[config.mk]
export PLATFORM = sky130hd
export DESIGN_NAME = micro_sequencer_flat
export DESIGN_NICKNAME = d
export VERILOG_FILES = /design/src/rtl/cpu2_pkg.sv /design/src/rtl/micro_sequencer_if.sv /design/src/rtl/prog_mem.sv /design/src/rtl/micro_sequencer.sv /design/src/flat_wrapper.sv
export SDC_FILE = /design/constraint.sdc
export NUM_CORES = 1
export LEC_CHECK = 0
export CORE_MARGIN = 2
export CORE_UTILIZATION = 62
export CTS_BUF_LIST = sky130_fd_sc_hd__clkbuf_8
export DETAILED_ROUTE_END_ITERATION = 10
export GPL_ROUTABILITY_DRIVEN = 0
export PLACE_DENSITY = 0.82
export SLEW_MARGIN = 0
export SYNTH_ARGS = -nofsm -noshare
export SYNTH_HDL_FRONTEND = slang
export SYNTH_SLANG_ARGS = --single-unit
[constraint.sdc]
create_clock -name clk -period 3.4 [get_ports clk]
set_input_delay 0.68 -clock clk [delete_from_list [all_inputs] [get_ports clk]]
set_output_delay 0.68 -clock clk [all_outputs]
set_load 0.01 [all_outputs]
[src/rtl/cpu2_pkg.sv]
// Shared encodings and default sizes for the micro-sequencer.
package cpu2_pkg;
    localparam int WIDTH_DEF    = 4;
    localparam int CTRLWORD_DEF = 14;
    localparam int PC_W_DEF     = 4;

    typedef enum logic [1:0] {
        OP_EXEC = 2'b00,
        OP_JMP  = 2'b01,
        OP_JZ   = 2'b10,
        OP_HLT  = 2'b11
    } opcode_t;

    typedef enum logic [1:0] {
        S_IDLE  = 2'b00,
        S_RUN   = 2'b01,
        S_PAUSE = 2'b10,
        S_HALT  = 2'b11
    } state_t;
endpackage

[src/rtl/micro_sequencer_if.sv]
// Control, program-load and datapath-feedback signals of the micro-sequencer.
// All inputs are sampled on the rising clock edge; there is no ready/valid
// backpressure: ctrl_valid marks the one cycle a control word is live.
interface micro_sequencer_if
    import cpu2_pkg::*;
#(
    parameter int WIDTH    = WIDTH_DEF,
    parameter int CTRLWORD = CTRLWORD_DEF,
    parameter int PC_W     = PC_W_DEF
) ();
    logic                  start;
    logic                  step_mode;
    logic                  step;
    logic                  halt_req;
    logic                  prog_we;
    logic [PC_W-1:0]       prog_addr;
    logic [CTRLWORD+1:0]   prog_data;
    logic [WIDTH-1:0]      alu_result;
    logic [CTRLWORD-1:0]   control;
    logic                  ctrl_valid;
    logic [PC_W-1:0]       pc;
    logic                  busy;
    logic                  done;
    state_t                state_dbg;

    modport master (
        output start, step_mode, step, halt_req, prog_we, prog_addr, prog_data, alu_result,
        input  control, ctrl_valid, pc, busy, done, state_dbg
    );

    modport slave (
        input  start, step_mode, step, halt_req, prog_we, prog_addr, prog_data, alu_result,
        output control, ctrl_valid, pc, busy, done, state_dbg
    );
endinterface

[src/rtl/prog_mem.sv]
// Program store: synchronous write, asynchronous read, contents survive reset.
module prog_mem #(
    parameter int DW = 16,
    parameter int AW = 4
) (
    input  logic          clk,
    input  logic          we,
    input  logic [AW-1:0] waddr,
    input  logic [DW-1:0] wdata,
    input  logic [AW-1:0] raddr,
    output logic [DW-1:0] rdata
);
    logic [DW-1:0] mem [2**AW];

    always_ff @(posedge clk) begin
        if (we) mem[waddr] <= wdata;
    end

    assign rdata = mem[raddr];
endmodule

[src/rtl/micro_sequencer.sv]
// Microprogram sequencer: fetches at pc, issues EXEC control words, handles
// JMP/JZ/HLT, single-step pausing and abort.
module micro_sequencer
    import cpu2_pkg::*;
#(
    parameter int WIDTH    = WIDTH_DEF,
    parameter int CTRLWORD = CTRLWORD_DEF,
    parameter int PC_W     = PC_W_DEF
) (
    input  logic             clk,
    input  logic             rst_n,
    micro_sequencer_if.slave bus
);
    state_t              state;
    logic [CTRLWORD-1:0] control_q;
    logic                ctrl_valid_q;
    logic [PC_W-1:0]     pc_q;
    logic                done_q;
    logic                zero_flag;

    logic [CTRLWORD+1:0] word;
    opcode_t             op;
    logic [CTRLWORD-1:0] field;
    logic [PC_W-1:0]     target;
    logic [PC_W-1:0]     pc_inc;
    logic                zero_now;
    logic                issue;
    logic                mem_we;
    state_t              after_issue;

    assign mem_we = bus.prog_we && (state == S_IDLE || state == S_HALT);

    prog_mem #(.DW(CTRLWORD + 2), .AW(PC_W)) u_prog_mem (
        .clk   (clk),
        .we    (mem_we),
        .waddr (bus.prog_addr),
        .wdata (bus.prog_data),
        .raddr (pc_q),
        .rdata (word)
    );

    assign op     = opcode_t'(word[CTRLWORD+1:CTRLWORD]);
    assign field  = word[CTRLWORD-1:0];
    assign target = field[PC_W-1:0];
    assign pc_inc = pc_q + 1'b1;

    // The flag follows the word currently on control, so a JZ right after
    // an EXEC branches on that EXEC's ALU result rather than a stale one.
    assign zero_now    = ctrl_valid_q ? (bus.alu_result == '0) : zero_flag;
    assign issue       = (state == S_RUN) || (state == S_PAUSE && bus.step);
    assign after_issue = (state == S_RUN && !bus.step_mode) ? S_RUN : S_PAUSE;

    always_ff @(posedge clk or negedge rst_n) begin
        if (!rst_n) begin
            state        <= S_IDLE;
            control_q    <= '0;
            ctrl_valid_q <= 1'b0;
            pc_q         <= '0;
            done_q       <= 1'b0;
            zero_flag    <= 1'b0;
        end else begin
            zero_flag    <= zero_now;
            control_q    <= '0;
            ctrl_valid_q <= 1'b0;
            case (state)
                S_IDLE, S_HALT: begin
                    if (bus.start) begin
                        pc_q      <= '0;
                        done_q    <= 1'b0;
                        zero_flag <= 1'b0;
                        state     <= S_RUN;
                    end
                end
                S_RUN, S_PAUSE: begin
                    if (bus.halt_req) begin
                        state <= S_IDLE;
                    end else if (issue) begin
                        case (op)
                            OP_EXEC: begin
                                control_q    <= field;
                                ctrl_valid_q <= 1'b1;
                                pc_q         <= pc_inc;
                                state        <= after_issue;
                            end
                            OP_JMP: begin
                                pc_q  <= target;
                                state <= after_issue;
                            end
                            OP_JZ: begin
                                pc_q  <= zero_now ? target : pc_inc;
                                state <= after_issue;
                            end
                            OP_HLT: begin
                                done_q <= 1'b1;
                                state  <= S_HALT;
                            end
                            default: state <= S_IDLE;
                        endcase
                    end else if (!bus.step_mode) begin
                        state <= S_RUN;
                    end
                end
                default: state <= S_IDLE;
            endcase
        end
    end

    assign bus.control    = control_q;
    assign bus.ctrl_valid = ctrl_valid_q;
    assign bus.pc         = pc_q;
    assign bus.done       = done_q;
    assign bus.busy       = (state == S_RUN) || (state == S_PAUSE);
    assign bus.state_dbg  = state;
endmodule
[src/flat_wrapper.sv]
// flat-port wrapper written by rule: the top's interface ports become plain ports
module micro_sequencer_flat import cpu2_pkg::*;
#(
    parameter int WIDTH    = WIDTH_DEF,
    parameter int CTRLWORD = CTRLWORD_DEF,
    parameter int PC_W     = PC_W_DEF
)
  (clk, rst_n, bus_start, bus_step_mode, bus_step, bus_halt_req, bus_prog_we, bus_prog_addr, bus_prog_data, bus_alu_result, bus_control, bus_ctrl_valid, bus_pc, bus_busy, bus_done, bus_state_dbg);
  micro_sequencer_if #(.WIDTH(WIDTH), .CTRLWORD(CTRLWORD), .PC_W(PC_W)) bus_i ();
  input  logic clk;
  input  logic rst_n;
  input wire logic [$bits(bus_i.start)-1:0] bus_start;
  input wire logic [$bits(bus_i.step_mode)-1:0] bus_step_mode;
  input wire logic [$bits(bus_i.step)-1:0] bus_step;
  input wire logic [$bits(bus_i.halt_req)-1:0] bus_halt_req;
  input wire logic [$bits(bus_i.prog_we)-1:0] bus_prog_we;
  input wire logic [$bits(bus_i.prog_addr)-1:0] bus_prog_addr;
  input wire logic [$bits(bus_i.prog_data)-1:0] bus_prog_data;
  input wire logic [$bits(bus_i.alu_result)-1:0] bus_alu_result;
  output wire logic [$bits(bus_i.control)-1:0] bus_control;
  output wire logic [$bits(bus_i.ctrl_valid)-1:0] bus_ctrl_valid;
  output wire logic [$bits(bus_i.pc)-1:0] bus_pc;
  output wire logic [$bits(bus_i.busy)-1:0] bus_busy;
  output wire logic [$bits(bus_i.done)-1:0] bus_done;
  output wire logic [$bits(bus_i.state_dbg)-1:0] bus_state_dbg;
  assign bus_i.start = bus_start;
  assign bus_i.step_mode = bus_step_mode;
  assign bus_i.step = bus_step;
  assign bus_i.halt_req = bus_halt_req;
  assign bus_i.prog_we = bus_prog_we;
  assign bus_i.prog_addr = bus_prog_addr;
  assign bus_i.prog_data = bus_prog_data;
  assign bus_i.alu_result = bus_alu_result;
  assign bus_control = bus_i.control;
  assign bus_ctrl_valid = bus_i.ctrl_valid;
  assign bus_pc = bus_i.pc;
  assign bus_busy = bus_i.busy;
  assign bus_done = bus_i.done;
  assign bus_state_dbg = bus_i.state_dbg;
  micro_sequencer #(.WIDTH(WIDTH), .CTRLWORD(CTRLWORD), .PC_W(PC_W)) u_core (.clk(clk), .rst_n(rst_n), .bus(bus_i));
endmodule
==> results.json, run 1 <==
{
  "outcome": "finished clean",
  "io_buffers": 53,
  "num_vias": 5488,
  "cts_tree": "built",
  "grt_pass1_wl_um": 33000,
  "routedWlPerCell_um": 25.3,
  "h-tree-depth": 2,
  "post-cts-setup-buffers": 0,
  "wl_met1_um": 8450,
  "grt-ovfl-total": 0,
  "maxSlewViolCount": 0,
  "totalWireLength_um": 21800,
  "core-area_mm2": 0.0172,
  "cp.required_ns": 3.81,
  "period_needed_ns": 3.12,
  "yosysWarnings": 0,
  "syn2layout_area_growth_pct": 15.6,
  "slew_headroom_pct": 49.9,
  "viasPerCell": 6.37,
  "cp_max_fo": 10,
  "postCtsHoldBufs": 0,
  "finalSetupTns_ns": 0,
  "crit_type": "register to register",
  "io_pins": 54,
  "synth_seq_cells": 279,
  "maxCapViolCount": 0,
  "p_per_area_mw_per_mm2": 676,
  "leakage_nw": 4.22,
  "end_kind": "register",
  "vdd_drop_max_uv": 492,
  "total_power_mw": 8.46,
  "async_flop_share_pct": 8.24,
  "setup_viol": 0,
  "path_clk_slew_ns": 0.07,
  "synth-edff-count": 256,
  "final_antenna_net_count": 0,
  "cp.arrival_ns": 3.53,
  "ys_types": 34,
  "worst_setup_path_start_kind": "register",
  "die_area_mm2": 0.0185,
  "die_w_um": 136,
  "netlist_area_mm2": 0.0108,
  "numCtsBuffers": 42,
  "post-route-period-util_pct": 91.8,
  "hp-class": "input port to async pin",
  "grt_pass1_vias": 5712,
  "first_iter_violations": 669,
  "avgSynthCellArea_um2": 21.8,
  "cts.sinks": 279,
  "rows": 48,
  "synth_nets": 535,
  "hpwl_um": 13000,
  "fmax_mhz": 320,
  "tightest_slew_ns": 0.751,
  "antenna_found_initial": 0,
  "top_layer": "met4",
  "synthCells": 497,
  "skew_ns": 0.0176,
  "rsz0062_at_grt": "false",
  "layout-drive-gt1-share_pct": 24.0,
  "clock_latency_ns": 0.54,
  "num_antenna_cells": 0,
  "postCtsResizedCells": 0,
  "wl_met3_um": 1780,
  "hold_viol": 0,
  "final_cell_mix": "256 x edfxtp_1, 64 x mux4_2, 53 x clkdlybuf4s50_1",
  "die_h_um": 136,
  "track_usage_pct": 25.0,
  "nets": 641,
  "yosysSeqAreaShare_pct": 76.3,
  "ctsRootBufferMaster": "clkbuf_8",
  "dr.pass1.iters": 6,
  "final_common_cell": "edfxtp_1",
  "drc": 0,
  "cts_buffer_depth": 3,
  "synthFlopType": "edfxtp_1",
  "wl_met2_um": 10900,
  "start_util_pct": 63.0,
  "grt_max_degree": 49
}
-- cell type report --
cell class                      instances  area [µm²]
Timing Repair Buffer                   84         763
Multi-Input combinational cell        186        2410
Fill cell                             981        4660
Inverter                               10        37.5
Sequential cell                       279        8270
Clock inverter                         32         123
Clock buffer                           46         633
Tap cell                              225         282
-- cell families (layout without fill, tap and decap cells) --
kind of cell    Yosys count  after routing  share of synthesized area [%]
flops                   279            279                           76.3
buf+inv                  32            172                           1.63
compound gates           22             22                           1.38
simple gates             80             80                           3.54
fa+ha+maj                 7              7                          0.809
mux                      77             77                           16.3
-- cells in the mapped netlist, types with 3 or more instances --
cell | instances | share of area (%)
edfxtp_1 | 256 | 71
mux4_2 | 64 | 13
nor2_1 | 24 | 0.83
dfrtp_1 | 23 | 5.3
nand2_1 | 15 | 0.52
and3_1 | 13 | 0.75
buf_2 | 12 | 0.55
mux4_1 | 12 | 2.9
inv_1 | 9 | 0.31
nor3_1 | 9 | 0.42
nand3_1 | 8 | 0.37
ha_1 | 7 | 0.81
a21oi_1 | 6 | 0.28
buf_6 | 5 | 0.52
nand2b_1 | 5 | 0.29
a22oi_1 | 4 | 0.28
o21ai_0 | 4 | 0.18
clkbuf_1 | 3 | 0.10
-- flip-flops by register name (all words and copies together) (netlist names) --
register	count
u_core.u_prog_mem.mem	256
u_core.bus.control	14
u_core.bus.pc	4
u_core.bus.state_dbg	2
u_core.bus.ctrl_valid	1
u_core.bus.done	1
u_core.zero_flag	1
-- routing by layer --
| layer | GRT usage (%) | vias up |
|---|---|---|
| met5 | 0 | - |
| met4 | 11.1 | 0 |
| met3 | 4.88 | 57 |
| met2 | 39.8 | 344 |
| met1 | 34.3 | 2800 |
| li1 | - | 2287 |
-- where the power goes --
part	internal (mW)	total [mW]	switching, mW
Sequential	3.89	3.99	0.102
Clock	1.24	2.43	1.19
Combinational	1.02	2.04	1.02
-- per-stage QoR --
| stage | hold WS (ns) | std cells | worst slack (ns) | instance area [µm²] | util [%] |
|---|---|---|---|---|---|
| floorplan | 0.384 | 497 | 0.261 | 10800 | - |
| global placement | 0.511 | 784 | 0.414 | 11800 | 68.5 |
| detailed placement | 0.526 | 784 | 0.298 | 11800 | 68.5 |
| CTS | 0.376 | 862 | 0.258 | 12500 | 72.9 |
| global route | 0.382 | 862 | 0.0642 | 12500 | 72.9 |
| finish | 0.394 | 862 | 0.280 | 12500 | 72.9 |
-- worst max-delay path, stage by stage (launching register included) --
cell	delay (ns)
dfrtp_4	0.54
mux4_2	0.54
mux4_2	0.53
inv_1	0.10
ha_1	0.20
nor3_1	0.07
or4_1	0.47
a21boi_0	0.21
a21oi_1	0.20
o221ai_1	0.14
-- final timing paths --
path                       cells after the start                     end             start  slack [ns]
setup / recovery                               9        u_core.bus.pc[3]  u_core.bus.pc[0]        0.28
hold / removal                                 1  u_core.bus.control[13]             rst_n        0.39
setup reg to reg                               9        u_core.bus.pc[3]  u_core.bus.pc[0]        0.28
hold reg to reg                                2         u_core.bus.done   u_core.bus.done        0.54
max in group asynchronous                      2        u_core.bus.pc[0]             rst_n        2.39
min in group clk                               2         u_core.bus.done   u_core.bus.done        0.54
Power figures use the tool's default switching activity.
==> run 2: changes to the inputs <==
- CORE_UTILIZATION: 62 -> 40
- PLACE_DENSITY: 0.82 -> default
==> run 2 against run 1 <==
Wire length increased by 8.8%. Global-route usage decreased by 8.0 points. Cell count increased by 15%. Design area grew 3.7%. Sequential share of layout area is 2.3 points lower. Non-clock buffer count up 5. Count of clock-buffer cells in the layout grew 9. Maximum frequency shrank 3.8%. Sequential power is essentially flat. Clock skew increased by 0.0052 ns. Setup slack lost 0.12 ns. Via count shrank 1.7%. Highest routed layer unchanged.
==> results.json, run 2 (synthesis results as in run 1) <==
{
  "path_buf_inv": 2,
  "cp.arrival_ns": 2.56,
  "track_usage_pct": 17.0,
  "post-cts-setup-buffers": 0,
  "antenna_found_initial": 1,
  "grt-ovfl-total": 0,
  "num_antenna_cells": 0,
  "first_iter_violations": 490,
  "grt_max_degree": 61,
  "p_per_area_mw_per_mm2": 706,
  "maxSlewViolCount": 0,
  "die_area_mm2": 0.0284,
  "tightest_slew_ns": 0.983,
  "cp_max_fo": 60,
  "rsz0062_at_grt": "false",
  "final_common_cell": "edfxtp_1",
  "crit_type": "register to output pin",
  "cts_tree": "built",
  "fmax_mhz": 308,
  "largest_reg_flops": 256,
  "placed_cell_area_mm2": 0.0120,
  "slew_headroom_pct": 34.5,
  "largest-register": "u_core.u_prog_mem.mem",
  "leakage_nw": 4.34,
  "min_to": "u_core.bus.done",
  "dr.pass1.iters": 5,
  "top_layer": "met4",
  "totalWireLength_um": 23700,
  "viasPerCell": 5.44,
  "vdd_drop_max_uv": 365,
  "r2r_start": "u_core.bus.pc[0]",
  "final_util_pct": 48.6,
  "die_h_um": 169,
  "end_kind": "output pin",
  "die_w_um": 169,
  "wl_met1_um": 9960,
  "num-fill-cells": 2197,
  "routedWlPerCell_um": 23.9,
  "h-tree-depth": 2,
  "outcome": "finished clean",
  "numCtsBuffers": 46,
  "layout-drive-gt1-share_pct": 28.5,
  "wl_met3_um": 1360,
  "nets": 650,
  "min_path_cells": 2,
  "final_cell_mix": "256 x edfxtp_1, 64 x mux4_2, 55 x clkbuf_8",
  "cp.required_ns": 2.72,
  "drc": 0,
  "period_needed_ns": 3.24,
  "slowest_stage": "buf_4",
  "final_antenna_net_count": 0,
  "clock_latency_ns": 0.55,
  "postCtsHoldBufs": 0,
  "hold_viol": 0,
  "io_buffers": 53,
  "slowest_delay_ns": 0.76,
  "timing.rr.end": "u_core.bus.pc[1]",
  "ctsRootBufferMaster": "clkbuf_8",
  "maxCapViolCount": 0,
  "grt_pass1_vias": 5704,
  "num_vias": 5393,
  "finalInstanceArea_mm2": 0.0130,
  "grt_pass1_wl_um": 35200,
  "path_delay_family": "buffers and inverters",
  "crit_path_cell_trace": "buf_4, clkdlybuf4s50_1",
  "hp-start": "u_core.bus.done",
  "postCtsResizedCells": 0,
  "io_pins": 54,
  "worst_setup_path_start_kind": "register",
  "hpwl_um": 14400,
  "skew_ns": 0.0228,
  "start_util_pct": 40.5,
  "r2r_cells": 9,
  "post-route-period-util_pct": 95.4,
  "cts.sinks": 279,
  "wl_met2_um": 11900,
  "core-area_mm2": 0.0267,
  "setup_viol": 0,
  "finalSetupTns_ns": 0,
  "path_clk_slew_ns": 0.07,
  "cts_buffer_depth": 3,
  "r2r_setup_slack_ns": 0.26,
  "syn2layout_area_growth_pct": 19.9,
  "hp-class": "register to register",
  "rows": 60
}
-- run 2: changes by cell type in the layout (fill, tap and decap cells not counted), moves of 2 or more --
cell	delta
inv_1	-8
inv_6	+2
clkinv_1	-3
nor2_1	-8
nor2_2	+8
buf_4	+4
bufinv_16	+4
clkinv_2	+3
clkbuf_8	+9
-- run 2: area by class of cell --
cell class	count	area (µm²)	area share, %
sequential	279	8270	63.7
multi-input combinational	186	2430	18.8
timing repair buffer	89	813	6.27
clock buffer	55	757	5.83
tap	341	427	3.29
clock inverter	31	241	1.86
inverter	10	37.5	0.289
-- run 2: metrics by stage --
step	setup WS, ns	cells	power, mW	hold WS (ns)
after global placement	0.396	905	6.11	0.511
final	0.157	991	9.17	0.545
after global routing	0.0228	991	9.58	0.600
after floorplan	0.261	497	5.46	0.384
after CTS	0.0697	991	9.28	0.541
after detailed placement	0.271	905	6.16	0.523
-- run 2: report_power, final --
group          total, mW  internal [mW]  switching [mW]
registers           4.00           3.89           0.106
logic               2.07           1.02            1.05
clock network       3.10           1.78            1.31
total               9.17           6.69            2.47
-- run 2: how the worst max path moves through the flow --
stage                           from                to  slack, ns  cells past startpoint
floorplan           u_core.bus.pc[0]  u_core.bus.pc[3]       0.26                     11
global placement    u_core.bus.pc[0]  u_core.bus.pc[0]       0.40                      9
detailed placement  u_core.bus.pc[0]  u_core.bus.pc[1]       0.27                      9
CTS                 u_core.bus.pc[1]         bus_pc[1]       0.07                      2
global route        u_core.bus.pc[1]         bus_pc[1]       0.02                      2
finish              u_core.bus.pc[1]         bus_pc[1]       0.16                      2
-- run 2: worst reg2reg max path, delay by kind of cell, from the launching register on --
family / cells / cell delay (ns)
muxes: 2 / 1.07
AOI/OAI and AO/OA: 3 / 0.55
and+or+nand+nor: 2 / 0.55
adders and majority gates: 1 / 0.21
buffers and inverters: 1 / 0.10
DFF: 1 / 0.54
-- run 2: per-layer routing --
layer  track usage (%)  vias up
met3              3.37       46
met4              4.80        0
met2              28.6      177
li1                  -     2319
met1              22.6     2851
met5                 0        -
==> run 3: changes to the inputs <==
- SYNTH_HIERARCHICAL: default -> 1
==> run 3 against run 2 <==
Maximum frequency up 2.1%. Synthesized cell count is 3.0% higher. Sequential share of layout area up 0.81 points. Wire length increased by 0.91%. First-iteration DRC count decreased by 4.5%. Global-route usage increased by 0.18 points. Combinational power about the same. Critical endpoint unchanged. Largest power group unchanged.
==> results.json, run 3 <==
{
  "outcome": "finished clean",
  "synthCells": 512,
  "tightest_slew_ns": 0.876,
  "fmax_mhz": 315,
  "rsz0062_at_grt": "false",
  "netSwitchingFraction_pct": 28.7,
  "multi_input_area_mm2": 0.00242,
  "synth_top_area_share_pct": 71.2,
  "sequentialPowerShare_pct": 45.3,
  "maxCapViolCount": 0,
  "first_iter_violations": 468,
  "final_antenna_net_count": 0,
  "num_vias": 5515,
  "async_flop_share_pct": 8.24,
  "grt-ovfl-total": 0,
  "crit_path_cell_trace": "buf_4, clkdlybuf4s50_1",
  "core-area_mm2": 0.0267,
  "cts_buffer_depth": 3,
  "crit_type": "register to output pin",
  "synthFlopType": "edfxtp_1",
  "yosys-top-cells-count": "256 x edfxtp_1, 54 x mux4_2, 33 x a22oi_1, 23 x dfrtp_1, 22 x nand2_1",
  "num-fill-cells": 2221,
  "regArea_mm2": 0.00827,
  "layout-drive-gt1-share_pct": 27.4,
  "slew_headroom_pct": 41.6,
  "path_delay_family": "buffers and inverters",
  "setup_slack_ns": 0.224,
  "slowest_stage": "buf_4",
  "die_area_mm2": 0.0283,
  "p_per_area_mw_per_mm2": 684,
  "synth_seq_cells": 279,
  "dp_slack_ns": 0.703,
  "hp-class": "input port to async pin",
  "track_usage_pct": 17.1,
  "antenna_found_initial": 0,
  "synth-edff-count": 256,
  "slowest_delay_ns": 0.70,
  "worst_setup_path_start_kind": "register",
  "io_pins": 54,
  "netlist_area_mm2": 0.0108,
  "grt_max_degree": 61,
  "ctsRootBufferMaster": "clkbuf_8",
  "yosysTopAreaCell": "edfxtp_1",
  "start_util_pct": 40.4,
  "finalSetupTns_ns": 0,
  "largest_reg_flops": 256,
  "post-cts-setup-buffers": 0,
  "leakage_nw": 4.30,
  "synth_nets": 550,
  "cp.required_ns": 2.72,
  "numCtsBuffers": 46,
  "vdd_drop_max_uv": 321,
  "synthTopCellsByArea": "edfxtp_1 71%, mux4_2 11%, dfrtp_1 5.3%",
  "hpwl_um": 14200,
  "cts.sinks": 279,
  "p_clk_share_pct": 31.0,
  "postCtsResizedCells": 0,
  "clock_latency_ns": 0.56,
  "dr.pass1.iters": 4,
  "final_util_pct": 47.9,
  "path_clk_slew_ns": 0.06,
  "syn2layout_area_growth_pct": 18.6,
  "avgSynthCellArea_um2": 21.1,
  "switchingPower_mw": 2.52,
  "routedWlPerCell_um": 23.8,
  "nets": 662,
  "drc": 0,
  "cp.arrival_ns": 2.50,
  "total_power_mw": 8.77,
  "p_int_mw": 6.25,
  "ys_types": 39,
  "final_cell_mix": "256 x edfxtp_1, 54 x mux4_2, 53 x clkdlybuf4s50_1",
  "end_kind": "output pin",
  "largest-register": "u_core/u_prog_mem/mem",
  "post-route-period-util_pct": 93.4,
  "yosysWarnings": 6,
  "synth_most_common_cell": "edfxtp_1",
  "viasPerCell": 5.49,
  "die_w_um": 168,
  "postCtsHoldBufs": 0,
  "skew_ns": 0.0229,
  "die_h_um": 168,
  "setup_viol": 0,
  "grt_pass1_wl_um": 35300,
  "grt_pass1_vias": 5636,
  "final_common_cell": "edfxtp_1",
  "totalWireLength_um": 23900,
  "path_buf_inv": 2,
  "maxSlewViolCount": 0,
  "io_buffers": 53,
  "h-tree-depth": 2,
  "rows": 60,
  "hold_viol": 0,
  "cts_tree": "built",
  "cp_max_fo": 60,
  "period_needed_ns": 3.18,
  "yosysSeqAreaShare_pct": 76.5,
  "p_comb_share_pct": 23.7
}
-- run 3: changes by cell type after synthesis, moves of 3 or more --
cell	previous run	this run
a22oi_1	4	33
buf_1	1	4
buf_2	12	2
clkbuf_1	3	9
mux4_2	64	54
nand2_1	15	22
nand3_1	8	4
nor2_1	24	14
-- run 3: per-layer routing --
layer  vias to the layer above  part of all wire (%)  GRT usage (%)
li1                       2369                     -              -
met1                      2906                    45           24.9
met2                       210                    46           26.0
met3                        30                   7.4           4.16
met4                         0                   1.5           4.95
met5                         -                     0              0
-- run 3: cell type report --
cell class              count  share of cell area [%]
diodes                      2                  0.0391
repair buffers             88                    6.19
clock inverters            35                    1.41
well taps                 341                    3.33
inverters                   8                   0.234
multi-input cells         201                    18.9
flip-flops and latches    279                    64.5
clock buffers              50                    5.37
-- run 3: through the flow --
stage / instance area, µm² / std cells / hold slack, ns
2_1_floorplan: 10800 / 512 / 0.384
3_3_place_gp: 11900 / 917 / 0.517
3_5_place_dp: 11900 / 917 / 0.540
4_1_cts: 12800 / 1002 / 0.479
5_1_grt: 12800 / 1002 / 0.523
6_report: 12800 / 1004 / 0.505
-- run 3: cells by family (layout without fill, tap and decap cells) --
kind of cell	Yosys count	after routing	share of synthesized area, %
buffers and inverters	32	181	1.60
xor gates and xnor gates	1	1	0.0811
and+or+nand+nor	77	77	3.60
AOI/OAI and AO/OA	52	52	3.73
adders and majority gates	7	7	0.811
muxes	64	64	13.7
other	0	2	0
DFF	279	279	76.5
-- run 3: power by group through the flow --
stage | clock network (mW) | logic, mW | registers [mW]
6_report | 2.72 | 2.08 | 3.97
3_5_place_dp | 0 | 2.09 | 4.04
4_1_cts | 2.79 | 2.10 | 3.98
5_1_grt | 2.96 | 2.26 | 3.99
3_3_place_gp | 0 | 2.05 | 4.04
2_1_floorplan | 0 | 1.37 | 4.03
-- run 3: worst register-to-register path: cells and delay by family, from the launching register on --
family / cells / cell delay [ns]
simple gates: 3 / 0.69
compound gates: 3 / 0.52
fa+ha+maj: 1 / 0.19
flops: 1 / 0.53
buf+inv: 1 / 0.11
mux: 1 / 0.52
-- run 3: worst paths after layout --
path	startpoint	endpoint	slack [ns]	cells past startpoint
worst max register to register	u_core/bus.pc[0]	u_core/bus.pc[2]	0.71	9
worst max-delay path	u_core/bus.pc[1]	bus_pc[1]	0.22	2
worst min-delay path	rst_n	u_core/bus.control[9]	0.50	2
max in group asynchronous	rst_n	u_core/bus.pc[0]	2.60	2
worst min register to register	u_core/bus.done	u_core/bus.done	0.54	2
min in group clk	u_core/bus.done	u_core/bus.done	0.54	2
